**src/rtl/timer_alarm_scheduler.sv**
```systemverilog
// AHB-lite millisecond alarm scheduler: a shared prescaler drives up to four
// reload down-counters whose expiries set sticky pending/overrun flags and a masked IRQ.
module timer_alarm_scheduler #(
  parameter int NUM_CH   = 4,
  parameter int PRESCALE = 32,
  parameter int CNT_W    = 16
) (
  input  logic        HCLK,
  input  logic        HRESET,
  input  logic        HSEL,
  input  logic        HREADY,
  input  logic        HWRITE,
  input  logic [31:0] HADDR,
  input  logic [31:0] HWDATA,
  input  logic [2:0]  HSIZE,
  input  logic [1:0]  HTRANS,
  output logic [31:0] HRDATA,
  output logic        HREADYOUT,
  output logic        TIMER_IRQ
);

  localparam int PW = (PRESCALE < 1) ? 1 : $clog2(PRESCALE + 1);

  typedef enum logic {CH_IDLE = 1'b0, CH_RUN = 1'b1} ch_state_e;

  logic              dp_valid_r, dp_write_r, dp_word_r;
  logic [2:0]        dp_addr_r;
  logic [PW-1:0]     presc_r;
  logic              tick_s;
  logic [NUM_CH-1:0] ctrl_r, mask_r, pend_r, ovr_r, expire_s;
  logic [NUM_CH-1:0] clr_pend_s, clr_ovr_s;
  logic [CNT_W-1:0]  period_r [NUM_CH];
  logic [CNT_W-1:0]  cnt_r    [NUM_CH];
  ch_state_e         state_r  [NUM_CH];
  logic              irq_r;
  logic              wr_s, wr_ctrl_s, wr_stat_s, wr_mask_s;
  logic [31:0]       rdata_s;
  logic              unused_s;

  // Address phase capture; the data phase acts on these one cycle later.
  always_ff @(posedge HCLK or posedge HRESET) begin
    if (HRESET) begin
      dp_valid_r <= 1'b0;
      dp_write_r <= 1'b0;
      dp_word_r  <= 1'b0;
      dp_addr_r  <= 3'd0;
    end else begin
      dp_valid_r <= HSEL & HREADY & (HTRANS != 2'b00);
      dp_write_r <= HWRITE;
      dp_word_r  <= (HSIZE == 3'b010);
      dp_addr_r  <= HADDR[4:2];
    end
  end

  assign wr_s      = dp_valid_r & dp_write_r & dp_word_r;
  assign wr_ctrl_s = wr_s & (dp_addr_r == 3'd0);
  assign wr_stat_s = wr_s & (dp_addr_r == 3'd1);
  assign wr_mask_s = wr_s & (dp_addr_r == 3'd2);
  assign tick_s    = (presc_r == PW'(PRESCALE));

  // Free-running ms prescaler, never restarted by software.
  always_ff @(posedge HCLK or posedge HRESET) begin
    if (HRESET) begin
      presc_r <= '0;
    end else if (tick_s) begin
      presc_r <= '0;
    end else begin
      presc_r <= presc_r + PW'(1);
    end
  end

  // Expiry detection and write-one-to-clear masks.
  always_comb begin
    expire_s   = '0;
    clr_pend_s = '0;
    clr_ovr_s  = '0;
    for (int i = 0; i < NUM_CH; i++) begin
      expire_s[i] = (state_r[i] == CH_RUN) & tick_s & (period_r[i] != '0) &
                    (cnt_r[i] <= CNT_W'(1));
    end
    if (wr_stat_s) begin
      clr_pend_s = HWDATA[NUM_CH-1:0];
      clr_ovr_s  = HWDATA[8 +: NUM_CH];
    end else begin
      clr_pend_s = '0;
      clr_ovr_s  = '0;
    end
  end

  // Per-channel IDLE/RUN state machine and reload down-counter.
  always_ff @(posedge HCLK or posedge HRESET) begin
    if (HRESET) begin
      for (int i = 0; i < NUM_CH; i++) begin
        state_r[i] <= CH_IDLE;
        cnt_r[i]   <= '0;
      end
    end else begin
      for (int i = 0; i < NUM_CH; i++) begin
        case (state_r[i])
          CH_IDLE: begin
            if (wr_ctrl_s && HWDATA[i]) begin
              state_r[i] <= CH_RUN;
              cnt_r[i]   <= period_r[i];
            end
          end
          CH_RUN: begin
            if (expire_s[i]) begin
              cnt_r[i] <= period_r[i];
            end else if (tick_s && (period_r[i] != '0)) begin
              cnt_r[i] <= cnt_r[i] - CNT_W'(1);
            end
            if (wr_ctrl_s && !HWDATA[i]) begin
              state_r[i] <= CH_IDLE;
            end
          end
          default: state_r[i] <= CH_IDLE;
        endcase
      end
    end
  end

  // Software-visible registers; an expiry wins over a same-cycle clear.
  always_ff @(posedge HCLK or posedge HRESET) begin
    if (HRESET) begin
      ctrl_r <= '0;
      mask_r <= '0;
      pend_r <= '0;
      ovr_r  <= '0;
      irq_r  <= 1'b0;
      for (int i = 0; i < NUM_CH; i++) begin
        period_r[i] <= '0;
      end
    end else begin
      if (wr_ctrl_s) ctrl_r <= HWDATA[NUM_CH-1:0];
      if (wr_mask_s) mask_r <= HWDATA[NUM_CH-1:0];
      for (int i = 0; i < NUM_CH; i++) begin
        if (wr_s && (dp_addr_r == {1'b1, 2'(i)})) period_r[i] <= HWDATA[CNT_W-1:0];
      end
      pend_r <= (pend_r & ~clr_pend_s) | expire_s;
      ovr_r  <= (ovr_r & ~clr_ovr_s) | (expire_s & pend_r);
      irq_r  <= |(pend_r & mask_r);
    end
  end

  // Read mux from the registered address and current (pre-update) register values.
  always_comb begin
    rdata_s = '0;
    if (dp_valid_r && !dp_write_r) begin
      case (dp_addr_r)
        3'd0: rdata_s[NUM_CH-1:0] = ctrl_r;
        3'd1: begin
          rdata_s[NUM_CH-1:0]  = pend_r;
          rdata_s[8 +: NUM_CH] = ovr_r;
        end
        3'd2: rdata_s[NUM_CH-1:0] = mask_r;
        3'd3: rdata_s = '0;
        default: begin
          for (int i = 0; i < NUM_CH; i++) begin
            if (dp_addr_r == {1'b1, 2'(i)}) rdata_s[CNT_W-1:0] = period_r[i];
          end
        end
      endcase
    end else begin
      rdata_s = '0;
    end
  end

  assign HRDATA    = rdata_s;
  assign HREADYOUT = 1'b1;
  assign TIMER_IRQ = irq_r;
  assign unused_s  = ^{HADDR, HWDATA};

endmodule

```
**config.mk**
```make
export PLATFORM = sky130hd
export DESIGN_NAME = timer_alarm_scheduler
export DESIGN_NICKNAME = d
export VERILOG_FILES = /design/src/rtl/timer_alarm_scheduler.sv
export SDC_FILE = /design/constraint.sdc
export NUM_CORES = 1
export LEC_CHECK = 0
export ABC_AREA = 1
export ABC_CLOCK_PERIOD_IN_PS = 4810
export CAP_MARGIN = 40
export CORE_MARGIN = 2
export CORE_UTILIZATION = 40
export CTS_BUF_LIST = sky130_fd_sc_hd__clkbuf_8
export DETAILED_ROUTE_END_ITERATION = 8
export DONT_BUFFER_PORTS = 1
export PLACE_DENSITY = 0.62
export SETUP_SLACK_MARGIN = 0.02
export SYNTH_ARGS = -nofsm -noshare
export SYNTH_HDL_FRONTEND = slang
export SYNTH_SLANG_ARGS = --single-unit
```
**constraint.sdc**
```tcl
create_clock -name HCLK -period 4.81 [get_ports HCLK]
set_clock_uncertainty 0.05 [all_clocks]
set_input_delay 0.962 -clock HCLK [delete_from_list [all_inputs] [get_ports HCLK]]
set_output_delay 0.962 -clock HCLK [all_outputs]
set_load 0.01 [all_outputs]
```
Word level (Yosys, flattened, before mapping)
Index checks and enable logic that the tools add are counted.
- logic and storage cells: 154
- bits of input ports: 74
- flip-flop bits (word level): 161
- output and inout bits: 34
- multiplexer cells: 40
- bitwise gates (word level): 31
- $lt $le $gt $ge: 4
- reduce and logical (&&, ||, !) cells: 35
- $add $sub $neg: 5
- eq/ne operators: 17
- operators by type and width (operator ; number):
    2-to-1 mux 16 bit ; 17
    case mux 16 bit (2 select lines) ; 4
    <= comparator 16 x 1 -> 1 bit (second input constant) ; 4
    nonzero test 16 bit ; 4
    subtractor 16 x 1 -> 16 bit (second input constant) ; 4
    bitwise AND 1 bit ; 19
    logical AND 1 bit ; 17
    bitwise AND 4 bit ; 4
    2-to-1 mux 4 bit ; 4
    case mux 4 bit (4 select lines) ; 1
    equality test 3 bit (second input constant) ; 4
    != test 3 x 2 -> 1 bit (second input constant) ; 4
    equality test 3 x 2 -> 1 bit (second input constant) ; 3
    2-to-1 mux 1 bit ; 8
    != test 2 bit (second input constant) ; 4
    inverter 4 bit ; 2
    bitwise OR 4 bit ; 2
    case mux 1 bit (2 select lines) ; 4
    case mux 4 bit (2 select lines) ; 1
    AND reduction 2 bit ; 4
    OR reduction 4 bit ; 2
    adder 6 x 1 -> 6 bit (second input constant) ; 1
    equality test 6 bit (second input constant) ; 1
    2-to-1 mux 6 bit ; 1
    6 further kinds ; 13

Depth between registers and ports, before layout
- word-level depth: 7
- mapped depth: 13

Least setup slack after synthesis
OpenSTA, ideal clock, no wires.
- path type: register to output
- from: reg dp_addr_r[2]
- to: out HRDATA[1]
- path slack: 2.355 ns
- arrival time: 1.443 ns
- cell stages (with the launch flop): 7
- buffers on the path: 1
- required time: 3.798 ns
- cell sequence: dfrtp_1 buf_2 nor3_2 nand2_1 o21ai_0 a211oi_1 nor3_1
- longest elaborated chain between the ends: 7
- elaborated cells between the ends (all ways): 14
- classes of those cells: eq/ne: 7; mux: 6; reduce/logical: 1
- RTL lines (what ; RTL line ; source):
    from (decl) ; 27 ; logic [2:0] dp_addr_r;
    from (signal assigned) ; 51 ; dp_addr_r <= HADDR[4:2];
    equality test 3 bit ; 159 ; if (dp_addr_r == {1'b1, 2'(i)}) rdata_s[CNT_W-1:0] = period_r[i];
    2-to-1 mux 16 bit (4 in series) ; 159 ;
    case mux 4 bit (4 select lines) (*) ; 149 ; case (dp_addr_r)
    2-to-1 mux 16 bit (*) ; 148 ; if (dp_valid_r && !dp_write_r) begin
    to (decl) ; 17 ; output logic [31:0] HRDATA,
Mark *: on every way between the ends. The rest lies on a longest branch, timed or not.

Worst setup path in the final report
- from: reg dp_addr_r[2]
- to: out HRDATA[3]
The elaborated chain is that of the path after synthesis.

==> metrics.txt <==
max_cap viols 0; Cells after Synth around 1.4k; Nets 1468; CP cell instances nand2_1 -> nor2_1 -> inv_1 -> o221ai_1 -> nor2_1 -> nor3_1; endpoints failing setup 0; area added between synthesis and finish 5.820%; Setup Buffers After CTS 0; GR Util All Layers 22.16%; CP endpoint kind output pin; crit path max fanout 13; total power 2.980 mW; Overflow after GRT 0; DRT Pass-1 Iters 8; RSZ-0062 raised after global routing false; critical setup path kind flip-flop to output pin; Yosys reg bits 157; CP dominant cell by count nor2_1; dpl cell area 0.009922 mm²; outcome finished clean; largest area contributor in the netlist dfrtp_1; register area share after synthesis 40.07%; Fin Setup TNS 0 ps; Syn. warnings 0; slowest stage delay, CP around 630 ps; uppermost routed layer met4; first-pass GRT wire length 44670 µm; min setup slack post-route 934.1 ps; Worst path slowest cell dfrtp_1; multi-input logic area 0.004856 mm²; Final Hold Viols 0; M1 wire length 13030 µm; top area cells in the synthesized netlist dfrtp_1 40%, nand2_1 17%, nand3_1 8.1%; vias in the first global route approximately 8.1k; FP Rows 57; DP HPWL between 20000 and 25000 µm; post-route cell area 0.01038 mm²; WL final ~28000 µm; fin crit period around 3900 ps; fin cells 1722; Synth top area share 40.07%; routed wl met2 12410 µm; die height 160.6 µm; Worst EP arrival 2860 ps; crit-path leading delay family simple AND/OR/NAND/NOR gates; slew margin rel. 39.20%; Filler Cell Count about 2.6k; DRC 0; remaining antenna violation count 0; met3 wire length 1760 µm; Die W 160.6 µm; io pins between 100 and 150; CTS Buffer Depth 2; Worst setup SP type flip-flop; H-tree depth 4; initial antenna violation count 1; Clk pin slew, worst setup/hold paths 90 ps; routed vias/inst just over 5; largest net degree at the start of global routing 85; Core Region 0.02418 mm²; Clock Tree Root clkbuf_8; Synth top cells by count 451 x nand2_1, 177 x inv_1, 158 x nand3_1; post-synthesis cell type count 40; crit share post-route 80.58%; Most used DFF post-synth dfrtp_1; power density over cell area 287.2 mW/mm²; Sink Count roughly 160; Die ar. 0.02578 mm²; Inst Count DP between 1.5k and 2k; Post-synth ARST share 100.0%; share of cells above drive strength 1 6.156%; top-count cell post-synth nand2_1; Max Transition Viols Final 0; Reg area 0.003929 mm²; f_max around 260 MHz; Hold-fix buffers, CTS 0; static leakage 5.208 nW; Bufs and invs on worst path 1; pre-CTS setup slack approximately 1500 ps; Req. time, crit path 3800 ps; number of DRC markers in iteration 0 roughly 700; Num CTS Buffers 17; VDD IR-drop max 0.1962 mV; Placer Congestion 0.9932; drt wl/cell 16.02 µm; post-cts sizing count 0; Clk Latency, worst-skew pair 470 ps; Slew @ Worst Pin 909.4 ps; Via Count 8779; mapped cell area 0.009804 mm²; worst min path class input port to async pin; PortBufs 0; Syn Area/Cell 6.963 µm²; Initial Util between 40% and 50%; CTS tree yes; Post-synth EDFFs 0
## layout make-up
class	count	share of cell area, %
Antenna cell	1	0.02412
Inverter	182	6.645
Sequential cell	157	37.87
Multi-Input combinational cell	1023	46.80
Clock inverter	13	1.821
Timing Repair Buffer	3	0.4100
Tap cell	324	3.907
Clock buffer	19	2.520
## cells by family after synthesis
family / share of synthesized area, %
DFF: 40.07
and+or+nand+nor: 36.80
other: 0.07660
buffers and inverters: 11.00
adders and majority gates: 1.276
xor gates and xnor gates: 2.233
AOI/OAI and AO/OA: 8.537
## placed cells by master, fill, tap and decap left out, types with 8 or more instances in the layout
master / Yosys / final
a21oi_1: 20 / 20
clkbuf_8: 0 / 19
conb_1: 2 / 17
dfrtp_1: 157 / 157
ha_1: 10 / 10
inv_1: 177 / 176
nand2_1: 451 / 451
nand2_2: 11 / 11
nand3_1: 158 / 158
nand3b_1: 18 / 18
nor2_1: 138 / 137
nor2_2: 7 / 8
nor2_4: 12 / 12
o21ai_0: 94 / 94
o22ai_1: 17 / 17
xnor2_1: 16 / 16
xor2_1: 9 / 9
## report_power, final
group          total, mW  internal (mW)  switching [mW]
sequential          1.52           1.41           0.116
clock               1.13          0.597           0.532
combinational      0.327          0.113           0.214
total               2.98           2.12           0.863
## metal layers
layer  vias up  GRT usage (%)
met2       226          34.95
met3        32          5.630
met5         -              0
met4         0          4.668
met1      4168          30.91
li1       4353              -
## stage by stage
| stage | util (%) | hold WS, ps |
|---|---|---|
| 3_5_place_dp | 41.04 | 423.8 |
| 2_1_floorplan | - | 398.4 |
| 4_1_cts | 42.90 | 381.3 |
| 6_report | 42.91 | 373.8 |
| 5_1_grt | 42.90 | 392.5 |
| 3_3_place_gp | 40.98 | 416.5 |
## final timing paths
check | start | cells after the start | to | slack (ps)
setup / recovery | dp_addr_r[2] | 6 | HRDATA[3] | 930
hold / removal | HRESET | 1 | cnt_r[17] | 370
setup reg to reg | ctrl_r[0] | 7 | cnt_r[53] | 1900
hold reg to reg | period_r[63] | 2 | period_r[63] | 440
max in group asynchronous | HRESET | 2 | presc_r[2] | 3310
min in group HCLK | period_r[63] | 2 | period_r[63] | 440
## registers in the layout (all words and copies together) (netlist names), named ones only
register	count
TIMER_IRQ	1
ctrl_r	2
dp_valid_r	1
cnt_r	64
dp_word_r	1
dp_addr_r	3
mask_r	4
ovr_r	4
period_r	64
pend_r	4
dp_write_r	1
presc_r	6
Power figures use the tool's default switching activity.
